**src/rtl/rf_post.sv**
```systemverilog
// Register file with one write port and one registered read port.
// Same-address read-during-write returns the incoming data; reset clears every entry.
module rf_post #(
   parameter int DATA_W = 8,
   parameter int ADDR_W = 5,
   parameter int DEPTH  = 2**ADDR_W
) (
   input  logic              CLK,
   input  logic              RST_N,
   input  logic              W_E,
   input  logic [ADDR_W-1:0] W_A,
   input  logic [DATA_W-1:0] I,
   input  logic              R_E,
   input  logic [ADDR_W-1:0] R_A,
   output logic [DATA_W-1:0] Re_out
);

   localparam int IDX_W = (DEPTH > 1) ? $clog2(DEPTH) : 1;

   logic [DATA_W-1:0] mem_q [DEPTH];
   logic [DATA_W-1:0] mem_d [DEPTH];
   logic [DATA_W-1:0] rd_q;
   logic [DATA_W-1:0] rd_d;
   logic [IDX_W-1:0]  w_idx;
   logic [IDX_W-1:0]  r_idx;

   // Every address pattern folds onto a real entry; no out-of-range case exists.
   assign w_idx = IDX_W'(32'(W_A) % 32'(DEPTH));
   assign r_idx = IDX_W'(32'(R_A) % 32'(DEPTH));

   always_comb begin
      mem_d = mem_q;
      rd_d  = rd_q;
      if (W_E) begin
         mem_d[w_idx] = I;
      end
      if (R_E) begin
         rd_d = (W_E && (w_idx == r_idx)) ? I : mem_q[r_idx];
      end
   end

   always_ff @(posedge CLK) begin
      if (!RST_N) begin
         mem_q <= '{default: '0};
         rd_q  <= '0;
      end else begin
         mem_q <= mem_d;
         rd_q  <= rd_d;
      end
   end

   assign Re_out = rd_q;

endmodule

```
**config.mk**
```make
export PLATFORM = sky130hd
export DESIGN_NAME = rf_post
export DESIGN_NICKNAME = d
export VERILOG_FILES = /design/src/rtl/rf_post.sv
export SDC_FILE = /design/constraint.sdc
export NUM_CORES = 1
export LEC_CHECK = 0
export CAP_MARGIN = 10
export CORE_ASPECT_RATIO = 0.9
export CORE_MARGIN = 2
export CORE_UTILIZATION = 25
export DETAILED_ROUTE_END_ITERATION = 8
export SETUP_SLACK_MARGIN = 0.05
export SYNTH_ARGS = -nofsm -noshare
export SYNTH_HDL_FRONTEND = slang
export SYNTH_SLANG_ARGS = --single-unit
```
**constraint.sdc**
```tcl
create_clock -name CLK -period 2.3 [get_ports CLK]
set_input_delay 0.23 -clock CLK [delete_from_list [all_inputs] [get_ports CLK]]
set_output_delay 0.23 -clock CLK [all_outputs]
set_load 0.02 [all_outputs]
```
==> results.toml <==
[sta]
slew_headroom = 0.5623
worst_pin_slew_ns = 0.6546
finalClockSkew_ns = 0.01723
hold_ws_ns = 0.02522
max_freq_ghz = 0.5360
period_share = 0.8112
period_minus_slack_ns = 1.866
setup_tns_ns = 0
hold_viol = 0
final-setup-viol-count = 0
slew_viol_final = 0
rsz0062_at_grt = "no"

[placed_design]
dp.cells = 1778
io_buffer_count = 29
placed_area_um2 = 13880
place_congestion = 0.7930
dp_hpwl_um = 22150

[setup_path]
startpoint_type = "register"
crit_chain = "clkdlybuf4s50_1"
critPathBufInv = 1
critPathMaxStageDelay_ns = 0.65
reg2reg_setup_slack_ns = 0.51
crit_type = "reg2out"
path_max_fanout = 2
slowest_stage = "clkdlybuf4s50_1"
crit_family = "buffers and inverters"
cp-end-kind = "primary output"
cp.required_ns = 2.07
critPathArrivalTime_ns = 1.64

[synth]
synthCells = 1141
synth_edf_count = 0
yosys_warnings = 0
ys_top_cells_by_count = "dfxtp_1 (264), mux2i_1 (220), nor2b_1 (211)"
synthesis.area_um2 = 12440
synth_nets = 1163
yosysSeqAreaShare = 0.4247
ys.flop_type = "dfxtp_1"
synthArstFlopShare = 0
synthTopCellsByArea = "dfxtp_1 (42%), mux2i_1 (18%), mux4_2 (12%), nor2b_1 (11%), a21boi_0 (2.9%)"
yosysUniqueCellTypes = 41
yosys.area.top_type = "dfxtp_1"
avgSynthCellArea_um2 = 10.91
yosysTopAreaCellShare = 0.4247
synth.most_common_cell = "dfxtp_1"
synth_seq_cells = 264

[final_layout]
fillCellCount = 5023
fin_util = 0.3011
area_growth_pct = 18.90
final_area_um2 = 14800
multi_input_area_um2 = 6686
antenna_cells = 0
drive_above_1_share = 0.1762
stdcell_count = 1824
fin_nets = 1197
seq_area_um2 = 5285

[route]
via_count = 8514
drc = 0
wl_per_cell_um = 18.34
wirelength_um = 33460
ant_nets = 0
dr.pass1.iters = 5
drt-initial-drc-count = 670
via_per_inst = 4.668

[clocking]
cts_buffer_depth = 3
cts_buffers = 27
cts-resized-gates = 0
cts_tree = "yes"
cts_root_buffer = "clkbuf_16"
cts_setup_buffers = 0
cts-htree-levels = 1
clkSlewWorstSetupHoldPaths_ns = 0.07
cts_sinks = 264
clk_latency_ns = 0.55
hold_buffers = 0

[status]
status = "finished, final reports clean"

[power_and_ir_drop]
ir_worst_vdd_mv = 0.5455
powerDensity_nw_per_um2 = 678.0
p_leak_nw = 5.261

[grt]
grt_pass1_wl_um = 52100
gr-usage-all-layers = 0.1289
overflow = 0
first_global_vias = 8407
grt_start_max_net_pins = 133
antenna_found_initial = 1

[floorplanning]
die_area_um2 = 51580
die_h_um = 215.7
die_width_um = 239.2
start_util = 0.2532
pin_count = 30
coreArea_um2 = 49130
num_rows = 77

[flow_run]
max_cap_viol_count = 0

[hold_path]
hp-class = "in2reg"
cell usage in the layout (no fill, tap or decap), drive strengths merged, types with 3 or more instances in the layout:
cell type / instances
and3b: 5
a41o: 4
nand3: 57
nand2: 78
nor2: 22
o21bai: 4
clkinv: 4
a21boi: 48
mux2i: 220
bufinv: 4
nor2b: 211
nand2b: 3
a31oi: 4
mux4: 68
nor3b: 5
o22ai: 8
o211a: 4
dfxtp: 264
buf: 83
or2: 3
xnor2: 5
nand3b: 4
clkdlybuf4s50: 25
o21ai: 7
clkbuf: 37
metrics by stage:
step                      setup slack [ns]  power (mW)
after floorplan                     0.5593       5.232
final                               0.4343       10.03
after global placement            -0.06305       5.521
after CTS                           0.4261       10.13
after global routing                0.4079       10.37
after detailed placement          -0.06375       5.528
sequential cells by signal, indices dropped and copies added (netlist names):
name / count
Re_out: 8
mem_q: 256
layer usage:
metal	routed length (um)	part of all wire	vias up	GRT usage
met5	12	0.00036	-	0
met4	664	0.020	2	0.02563
met1	17060	0.51	4214	0.1959
met2	14100	0.42	191	0.1911
met3	1617	0.048	41	0.02034
li1	-	-	4066	-
cell families after synthesis:
group | Yosys count | synth area share
AOI/OAI and AO/OA | 84 | 0.04977
and+or+nand+nor | 396 | 0.1820
DFF | 264 | 0.4247
xor gates and xnor gates | 5 | 0.003519
buffers and inverters | 103 | 0.03811
muxes | 289 | 0.3019
path summary, 6_finish.rpt:
check | endpoint | cells past startpoint | from
worst max-delay path | Re_out[3] | 1 | Re_out[3]
worst min-delay path | mem_q[175] | 2 | RST_N
worst max register to register | Re_out[1] | 4 | mem_q[81]
worst min register to register | mem_q[204] | 2 | mem_q[204]
area by class of cell:
type                       instances  share of cell area
tap                              632             0.05345
clock buffer                      37             0.05159
sequential                       264              0.3572
clock inverter                     9            0.009979
timing repair buffer             108             0.07586
multi-input combinational        774              0.4519
power by group:
group	switching, mW	internal, mW	total [mW]
sequential	0.0288	4.61	4.64
combinational	0.445	0.337	0.783
clock	1.86	2.75	4.61
Power figures use the tool's default switching activity.
